<file path="src/rtl/pipe_pkg.sv">
// Shared definitions for the valid/ready pipeline stage: control state encoding
// and storage depth.
package pipe_pkg;

    typedef enum logic [1:0] {
        ST_EMPTY = 2'b00,
        ST_BUSY  = 2'b01,
        ST_FULL  = 2'b10
    } pipe_state_t;

    localparam int PIPE_SKID_DEPTH = 2;

endpackage : pipe_pkg

</file>
<file path="src/rtl/flop_enr.sv">
// Payload register with load enable and synchronous reset to a configurable value.
module flop_enr #(
    parameter int               WIDTH   = 32,
    parameter logic [WIDTH-1:0] RST_VAL = {WIDTH{1'b0}}
) (
    input  logic             clk,
    input  logic             rst,
    input  logic             en,
    input  logic [WIDTH-1:0] d,
    output logic [WIDTH-1:0] q
);

    // Reset wins over load; without enable the value is held.
    always_ff @(posedge clk) begin
        if (rst) begin
            q <= RST_VAL;
        end else if (en) begin
            q <= d;
        end
    end

endmodule : flop_enr

</file>
<file path="src/rtl/pipe_stage.sv">
// Two-entry valid/ready pipeline stage: a main register feeding the output and a skid
// register that absorbs one payload so in_ready can be a registered signal.
module pipe_stage
    import pipe_pkg::*;
#(
    parameter int               WIDTH   = 32,
    parameter logic [WIDTH-1:0] RST_VAL = {WIDTH{1'b0}}
) (
    input  logic             clk,
    input  logic             rst,
    input  logic             flush,
    input  logic             in_valid,
    output logic             in_ready,
    input  logic [WIDTH-1:0] in_data,
    output logic             out_valid,
    input  logic             out_ready,
    output logic [WIDTH-1:0] out_data
);

    pipe_state_t      state;
    pipe_state_t      next_state;
    logic             in_xfer;
    logic             out_xfer;
    logic             load_main;
    logic             load_skid;
    logic             main_from_skid;
    logic             clear;
    logic [WIDTH-1:0] main_d;
    logic [WIDTH-1:0] skid_q;

    assign in_xfer  = in_valid & in_ready;
    assign out_xfer = out_valid & out_ready;
    assign clear    = rst | flush;
    assign main_d   = main_from_skid ? skid_q : in_data;

    // Next-state and register-load decode for the three occupancy states.
    always_comb begin
        next_state     = state;
        load_main      = 1'b0;
        load_skid      = 1'b0;
        main_from_skid = 1'b0;
        case (state)
            ST_EMPTY: begin
                if (in_xfer) begin
                    load_main  = 1'b1;
                    next_state = ST_BUSY;
                end else begin
                    next_state = ST_EMPTY;
                end
            end
            ST_BUSY: begin
                case ({in_xfer, out_xfer})
                    2'b10: begin
                        load_skid  = 1'b1;
                        next_state = ST_FULL;
                    end
                    2'b01: begin
                        next_state = ST_EMPTY;
                    end
                    2'b11: begin
                        load_main  = 1'b1;
                        next_state = ST_BUSY;
                    end
                    default: begin
                        next_state = ST_BUSY;
                    end
                endcase
            end
            ST_FULL: begin
                if (out_xfer) begin
                    load_main      = 1'b1;
                    main_from_skid = 1'b1;
                    next_state     = ST_BUSY;
                end else begin
                    next_state = ST_FULL;
                end
            end
            default: begin
                // Unused encoding 2'b11 recovers to empty.
                next_state = ST_EMPTY;
            end
        endcase
    end

    // State plus registered handshake outputs, derived from the next state.
    always_ff @(posedge clk) begin
        if (clear) begin
            state     <= ST_EMPTY;
            in_ready  <= 1'b1;
            out_valid <= 1'b0;
        end else begin
            state     <= next_state;
            in_ready  <= (next_state != ST_FULL);
            out_valid <= (next_state == ST_BUSY) || (next_state == ST_FULL);
        end
    end

    flop_enr #(
        .WIDTH   (WIDTH),
        .RST_VAL (RST_VAL)
    ) u_main (
        .clk (clk),
        .rst (clear),
        .en  (load_main),
        .d   (main_d),
        .q   (out_data)
    );

    flop_enr #(
        .WIDTH   (WIDTH),
        .RST_VAL (RST_VAL)
    ) u_skid (
        .clk (clk),
        .rst (clear),
        .en  (load_skid),
        .d   (in_data),
        .q   (skid_q)
    );

endmodule : pipe_stage

</file>
<file path="config.mk">
export PLATFORM = sky130hd
export DESIGN_NAME = pipe_stage
export DESIGN_NICKNAME = d
export VERILOG_FILES = /design/src/rtl/pipe_pkg.sv /design/src/rtl/flop_enr.sv /design/src/rtl/pipe_stage.sv
export SDC_FILE = /design/constraint.sdc
export NUM_CORES = 1
export LEC_CHECK = 0
export BUFFER_PORTS_ARGS = -buffer_cell sky130_fd_sc_hd__buf_4
export CAP_MARGIN = 40
export CORE_ASPECT_RATIO = 0.75
export CORE_UTILIZATION = 25
export CTS_BUF_LIST = sky130_fd_sc_hd__clkbuf_2 sky130_fd_sc_hd__clkbuf_4 sky130_fd_sc_hd__clkbuf_8
export CTS_CLUSTER_DIAMETER = 50
export DETAILED_ROUTE_END_ITERATION = 6
export PLACE_DENSITY_LB_ADDON = 0.3
export SLEW_MARGIN = 30
export SYNTH_ARGS = -nofsm -noshare
export SYNTH_HDL_FRONTEND = slang
export SYNTH_HIERARCHICAL = 1
export SYNTH_SLANG_ARGS = --single-unit
</file>
<file path="constraint.sdc">
create_clock -name clk -period 3.22 [get_ports clk]
set_input_delay 0.322 -clock clk [delete_from_list [all_inputs] [get_ports clk]]
set_output_delay 0.322 -clock clk [all_outputs]
set_load 0.01 [all_outputs]
</file>
== After elaboration in Yosys (flattened, before gate mapping) ==
Index checks and enable logic that the tools add are counted.

* Flip-flop bits (word level): 68
* Latch bits: 0
* Bits in writable memories: 0
* Memory bits (read-only): 0
* Bits of input ports: 37
* Output and inout port bits: 34
* Memories: 0

* $add $sub $neg: 0
* Multipliers: 0
* Divide/modulo/power cells: 0
* Magnitude comparators: 0
* Equal/unequal tests: 8
* Shifts and indexed selects: 0
* Muxes and demuxes: 12
* Bitwise gates (word level): 3
* Reductions and logical operators: 2

{| class="wikitable"
|+ Operator list
! cell !! number
|-
| $mux W32 || 1
|-
| $eq A2 B2 Y1 const B || 4
|-
| $mux W1 || 7
|-
| $eq A2 B1 Y1 const B || 3
|-
| $pmux W2 S3 || 1
|-
| $pmux W2 S2 || 1
|-
| $pmux W1 S3 || 1
|-
| $and A1 B1 Y1 || 2
|-
| $logic_not A2 Y1 || 1
|-
| $mux W2 || 1
|-
| $ne A2 B2 Y1 const B || 1
|-
| $logic_or A1 B1 Y1 || 1
|-
| $or A1 B1 Y1 || 1
|}

== Longest topological paths before layout ==
Gate-level depths: netlist (run 1).

* Depth in word-level cells: 6
* Depth in mapped cells: 9

== By module ==
Netlist (run 1), hierarchy kept.

{| class="wikitable"
|+ Modules (own cells, without submodules)
! module !! times used !! cells each !! area an instance (µm²) !! sequential area each (µm²)
|-
| flop_enr || 2 || 103 || 1163.6 || 640.6
|-
| pipe_stage || 1 || 59 || 743.2 || 80.1
|}

== Worst setup path after synthesis (run 1) ==
Ideal clock, no wire load.

* Kind: reg2reg
* Start: reg out_valid
* End: reg out_valid
* Library setup time: 0.066 ns
* Data arrival time: 1.564 ns
* Setup slack: 1.590 ns
* Cell stages (with the launch flop): 7
* Buffers on the path: 0
* Clock period less this slack: 1.630 ns
* Cell sequence: dfxtp_1 nand2_1 inv_1 ha_1 o311a_2 ha_1 nor2_1

* Longest elaborated chain between the ends: 6
* Elaborated cells on any way between the ends: 9

{| class="wikitable"
|+ Ends and longest elaborated chain
! what !! RTL line !! RTL
|-
| start, declared || pipe_stage.sv:15 || <nowiki>output logic out_valid,</nowiki>
|-
| start signal, assigned || pipe_stage.sv:94 || <nowiki>out_valid <= (next_state == ST_BUSY) || (next_state == ST_FULL);</nowiki>
|-
| $and A1 B1 Y1 (*) || pipe_stage.sv:32 || <nowiki>assign out_xfer = out_valid & out_ready;</nowiki>
|-
| $eq A2 B1 Y1 / $eq A2 B2 Y1 (equally long branches) || pipe_stage.sv:52 || <nowiki>case ({in_xfer, out_xfer})</nowiki>
|-
| $pmux W2 S2 || pipe_stage.sv:52 ||
|-
| $pmux W2 S3 (*) || pipe_stage.sv:42 || <nowiki>case (state)</nowiki>
|-
| $eq A2 B1 Y1 / $eq A2 B2 Y1 (equally long branches) || pipe_stage.sv:94 ||
|-
| $logic_or A1 B1 Y1 (*) || pipe_stage.sv:94 ||
|}

Mark *: on every way between the ends. The rest lies on a longest branch, timed or not.
A chain may end at the register's enable or synchronous reset.

== Worst setup path in the final report (run 1) ==
* Start: reg in_ready
* End: reg u_skid.q[19]

* Longest elaborated chain between the ends: 4

{| class="wikitable"
|+ Ends and longest elaborated chain
! what !! RTL line !! RTL
|-
| start, declared || pipe_stage.sv:13 || <nowiki>output logic in_ready,</nowiki>
|-
| start signal, assigned || pipe_stage.sv:93 || <nowiki>in_ready <= (next_state != ST_FULL);</nowiki>
|-
| $and A1 B1 Y1 || pipe_stage.sv:31 || <nowiki>assign in_xfer = in_valid & in_ready;</nowiki>
|-
| $eq A2 B2 Y1 || pipe_stage.sv:52 ||
|-
| $mux W1 || pipe_stage.sv:52 ||
|-
| $mux W1 || pipe_stage.sv:42 ||
|-
| via load_skid || pipe_stage.sv:25 || <nowiki>logic load_skid;</nowiki>
|-
| end signal, assigned || flop_enr.sv:16 || <nowiki>q <= RST_VAL;</nowiki>
|-
| end signal, assigned || flop_enr.sv:18 || <nowiki>q <= d;</nowiki>
|-
| end, declared || flop_enr.sv:10 || <nowiki>output logic [WIDTH-1:0] q</nowiki>
|}

The timed path passes the listed nets, and every way through them passes these cells.

==> impl_results.md, run 1 <==
* Power Density at 466.5 nW/um^2
* Largest net degree at the start of global routing at 67
* Synthesized instance count at 265
* Row cnt at 34
* Die footprint at 12730 um^2
* Post-synth cell types at 19
* DR iter-0 viols at 41
* Final #Nets at 373
* Fmax at 466.3 MHz
* Adder-cell area share of the yosys netlist at 0.01222
* Critical Path RT at 3.41 ns
* Drc violations at 0
* Antenna Cells at 0
* Top-Level Pins at 71
* Slew at the pin closest to its max-slew limit at 0.7051 ns
* Syn Std Cell Area at 3070 um^2
* Clock root cell: clkbuf_8
* Synth area leaders: dfxtp_1, mux2i_1, mux2_4
* Setup TNS at 0 ns
* Commonest non-fill, non-tap cell in the layout: buf_4
* Commonest non-fill, non-tap cells in the layout: buf_4, dfxtp_1, nor2_1, mux2i_1, mux2_4
* Hold Buf Count CTS at 0
* Share of layout cells above drive strength 1 at 0.3769
* IO Port Bufs at 70
* Peak supply drop at 0.0002907 V
* Status: finished, final reports clean
* Mapped Nets at 305
* Final critical-path required period at 2.144 ns
* Proportion of synthesized area in mux cells at 0.3635
* Total GRT Usage at 0.1046
* Fin cells at 499
* # H-tree levels at 3
* Syn_area_per_cell at 11.59 um^2
* Core ar. at 11780 um^2
* CTS tree: done
* GRT overflow at 0
* Slew headroom at 0.5299
* Die width at 130.0 um
* Placed insts at 484
* Post-synthesis sequential area ratio at 0.4434
* Final Cycle Share at 0.6660
* P_leak at 1.736 nW
* Max Clock Skew at 0.007777 ns
* Via/cell ratio at 4.110
* Worst-path clk slew at 0.07 ns
* CP startpoint kind: register
* Post-CTS setup buffers at 0
* Final Setup Violations at 0
* Max-slew violation count at 0
* DP HPWL at 4170 um
* Post-synthesis xor/xnor area fraction at 0
* Post_cts resized at 0
* Share of Yosys cell area claimed by the top area cell type at 0.4434
* Initial Utilization at 0.2606
* Setup CP Type: register to register
* Die Ht at 97.98 um
* Largest family of logic cells by synthesized area: multiplexers
* CTS buffer count at 9
* Final Hold Viols at 0
* Seq cells post-synth at 68
* Gp weighted congestion at 0.6736
* Synthesis warning total at 6
* Max_cap viols at 0
* Tightest Hold Check Type: input pin to register
* First-pass GRT wire length at 10110 um
* DR vias at 2051
* Remaining antenna violation count after routing at 0
* RSZ-0062 raised after global routing: false
* Per-cell routed wire length at 12.71 um
* Final WL at 6344 um
* Largest area contributor in the synthesized netlist: dfxtp_1
* CP endpoint kind: register
* Hold slack final at 0.2276 ns
* Antenna violations before repair at 0
* CTS sink count at 68
* Number of global-route vias before repair at 2081
* CP max FO at 22
* Critical Path AT at 2.33 ns
* Longest Clk Path Bufs at 2
* Post-synthesis compound-gate area fraction at 0.008150
* TritonRoute pass-1 iters at 4
* Clk_lat worst skew at 0.34 ns
* Area grow syn2layout at 24.90%
* Post-Synth Simple-Gate Area at 0.1031
[per-stage QoR]
stage / setup slack [ns] / cell area, um^2 / utilization / total power [mW]
final: 1.076 / 3835 / 0.3254 / 1.789
after global routing: 0.9097 / 3835 / 0.3254 / 1.872
after CTS: 1.048 / 3835 / 0.3254 / 1.823
after detailed placement: 0.9875 / 3640 / 0.3089 / 1.096
after global placement: 1.046 / 3637 / 0.3087 / 1.092
after floorplan: 1.590 / 3070 / - / 1.028
[final cells by class]
cell class	count	area (um^2)
Clock buffer	13	160.2
Clock inverter	2	35.03
Fill cell	1234	7949
Inverter	3	13.76
Multi-Input combinational cell	177	1506
Sequential cell	68	1361
Tap cell	162	202.7
Timing Repair Buffer	74	555.5
[registers in the layout, summed over array words and instances (netlist names)]
signal,flops
in_ready,1
out_valid,1
state,2
u_main/q,32
u_skid/q,32
[cells by family (layout without fill, tap and decap cells)]
| group | after synthesis | in the layout |
|---|---|---|
| fa+ha+maj | 3 | 3 |
| simple gates | 74 | 74 |
| buf+inv | 20 | 92 |
| compound gates | 3 | 3 |
| mux | 97 | 97 |
| flops | 68 | 68 |
[per-layer routing]
layer,global-route usage,routed length [um],vias up
met5,0,0,-
met3,0.04986,489,5
met2,0.1641,2804,57
met1,0.1258,3019,958
li1,-,-,1031
met4,0.03220,31,0
[cells in the mapped netlist, drive strengths merged]
cell	number
nand2	2
and2	2
or4bb	1
mux2i	65
buf	11
nand4b	1
inv	3
dfxtp	68
a31o	1
ha	3
mux2	32
o311a	1
clkbuf	6
o21ai	1
and3b	1
nor2	67
[report_power, final]
group          leakage, nW  switching, mW  total [mW]  internal (mW)
registers            0.551         0.0114       0.871          0.860
logic                 1.08         0.0887       0.203          0.114
clock network        0.104          0.314       0.715          0.400
[path summary, 6_finish.rpt]
check | to | cells past startpoint | slack (ns) | from
min | u_skid/q[12] | 3 | 0.23 | in_data[12]
max | u_skid/q[19] | 6 | 1.08 | in_ready
max reg2reg | u_skid/q[19] | 6 | 1.08 | in_ready
min reg2reg | u_skid/q[12] | 2 | 0.50 | u_skid/q[12]
[critical path, cell delays in order, from the launching register on]
cell     delay [ns]
dfxtp_1        0.34
and2_1         0.18
ha_1           0.16
and3b_2        0.66
buf_4          0.37
mux2i_1        0.21
nor2_1         0.06
Note: power is estimated with default switching activity, not from simulation.
==> run 2: changes to the inputs <==
clock period = 2.01 ns   (was 3.22 ns; I/O delays follow)
==> run 2 against run 1 <==
  * Final area rose by 1.7%
  * Global-route usage fell by 0.28 points
  * Routed wire length fell by 3.0%
==> impl_results.md, run 2 (synthesis gave the netlist of run 1 again) <==
* Final Cycle Share at 0.8131 (+0.1471)
* GRT overflow at 0 (unchanged)
* Power Density at 728.0 nW/um^2 (+56%)
* IO Port Bufs at 70 (unchanged)
* Final critical-path required period at 1.634 ns (-0.5100 ns)
* DR iter-0 viols at 89 (+120%)
* Core ar. at 11780 um^2 (unchanged)
* Clock root cell: clkbuf_8
* CTS buffer count at 9 (unchanged)
* Antenna Cells at 0 (unchanged)
* Setup CP Type: register to register
* Final Setup Violations at 0 (unchanged)
* CTS sink count at 68 (unchanged)
* Post-CTS setup buffers at 0 (unchanged)
* P_leak at 1.757 nW (+1.2%)
* CP max FO at 3 (-86%)
* Die footprint at 12730 um^2 (unchanged)
* Sw Ratio at 0.2474 (+0.01562)
* Longest Clk Path Bufs at 2 (unchanged)
* Die Ht at 97.98 um (unchanged)
* Final Hold Viols at 0 (unchanged)
* Per-cell routed wire length at 12.23 um (-3.8%)
* Total GRT Usage at 0.1018 (-0.002778)
* Commonest non-fill, non-tap cell in the layout: buf_4
* Via/cell ratio at 4.038 (-1.8%)
* # H-tree levels at 3 (unchanged)
* Setup TNS at 0 ns (unchanged)
* Final #Nets at 376 (+0.80%)
* Final Core Density at 0.3311 (+0.005627)
* Top-Level Pins at 71 (unchanged)
* Max-slew violation count at 0 (unchanged)
* Int Power at 2.138 mW (+56%)
* Commonest non-fill, non-tap cells in the layout: buf_4, dfxtp_1, nor2_1, mux2i_1, mux2_4
* Number of global-route vias before repair at 2005 (-3.7%)
* Remaining antenna violation count after routing at 0 (unchanged)
* Peak supply drop at 0.0002824 V (-2.9%)
* Post-Place Worst Slack at 0.3889 ns (-0.5986 ns)
* Gp weighted congestion at 0.6662 (-1.1%)
* Initial Utilization at 0.2606 (unchanged)
* Max Clock Skew at 0.004566 ns (-0.003210 ns)
* First-pass GRT wire length at 9791 um (-3.1%)
* Sw Pwr at 0.7025 mW (+69%)
* Final WS setup at 0.3757 ns (-0.7000 ns)
* Row cnt at 34 (unchanged)
* Hold slack final at 0.08203 ns (-0.1456 ns)
* Clock power frac at 0.390 (-0.010)
* Sequential share of power at 0.491 (+0.004)
* Tightest Hold Check Type: input pin to register
* Fillers at 1200 (-2.8%)
* Status: finished, final reports clean
* CP startpoint kind: register
* Area grow syn2layout at 27.06%
* CP endpoint kind: register
* Gate power share at 0.119 (+0.006)
* Top Registers: u_main/q: 32 flops, u_skid/q: 32 flops, state: 2 flops
* DR vias at 2031 (-0.98%)
* Largest net degree at the start of global routing at 67 (unchanged)
* Slew at the pin closest to its max-slew limit at 0.3295 ns (-0.3757 ns)
* Critical Path RT at 2.29 ns (-1.12 ns)
* Clk_lat worst skew at 0.34 ns (about the same)
* DP HPWL at 4095 um (-1.8%)
* R2R Setup Slk at 0.38 ns (-0.70 ns)
* Die width at 130.0 um (unchanged)
* Antenna violations before repair at 0 (unchanged)
* Max_cap viols at 0 (unchanged)
* Share of layout cells above drive strength 1 at 0.3842 (+0.007310)
* Fmax at 611.9 MHz (+31%)
* Critical Path AT at 1.91 ns (-0.42 ns)
* Post_cts resized at 0 (unchanged)
* CTS tree: done
* Worst-path clk slew at 0.07 ns (about the same)
* Drc violations at 0 (unchanged)
* Final WL at 6151 um (-3.0%)
* RSZ-0062 raised after global routing: false
* Slew headroom at 0.7803 (+0.2504)
* TritonRoute pass-1 iters at 4 (unchanged)
* Hold Buf Count CTS at 0 (unchanged)
## run 2: cell types whose count changed in the layout (fill, tap and decap cells not counted), moves of 2 or more
cell	before	now
clkinvlp_4	0	3
clkinv_2	1	3
buf_12	0	4
clkbuf_4	3	0
## run 2: critical path, cell delays in order (launching register included)
cell	delay [ns]
dfxtp_1	0.35
and2_1	0.19
ha_1	0.24
o311a_2	0.40
ha_1	0.29
nor2_1	0.10
## run 2: power by group through the flow
stage          Sequential (mW)  Clock (mW)  Combinational (mW)
2_1_floorplan             1.43           0               0.213
3_3_place_gp              1.43           0               0.338
3_5_place_dp              1.43           0               0.343
4_1_cts                   1.39        1.18               0.344
5_1_grt                   1.40        1.24               0.369
6_report                  1.40        1.11               0.338
## run 2: per-stage QoR
| step | power [mW] | instance area (um^2) | std cells |
|---|---|---|---|
| 2_1_floorplan | 1.647 | 3070 | 265 |
| 3_3_place_gp | 1.763 | 3710 | 487 |
| 3_5_place_dp | 1.769 | 3710 | 487 |
| 4_1_cts | 2.917 | 3901 | 503 |
| 5_1_grt | 3.007 | 3901 | 503 |
| 6_report | 2.840 | 3901 | 503 |
## run 2: path summary, 6_finish.rpt
| check | startpoint | end | depth (start not counted) |
|---|---|---|---|
| worst max-delay path | in_ready | out_valid | 5 |
| worst min-delay path | rst | in_ready | 3 |
| worst max register to register | in_ready | out_valid | 5 |
| worst min register to register | u_skid/q[28] | u_skid/q[28] | 2 |
## run 2: layout make-up
| cell class | instances | area [um^2] | area share |
|---|---|---|---|
| clock buffer | 9 | 123.9 | 0.03175 |
| sequential | 68 | 1361 | 0.3489 |
| clock inverter | 7 | 67.56 | 0.01732 |
| tap | 162 | 202.7 | 0.05196 |
| multi-input combinational | 177 | 1506 | 0.3861 |
| timing repair buffer | 77 | 628.1 | 0.1610 |
| inverter | 3 | 11.26 | 0.002886 |
## run 2: routing by layer
layer	up-vias	GRT usage	routed length (um)
met5	-	0	0
met4	0	0.03399	74
met3	9	0.04603	403
met2	55	0.1501	2568
met1	928	0.1309	3105
li1	1039	-	-
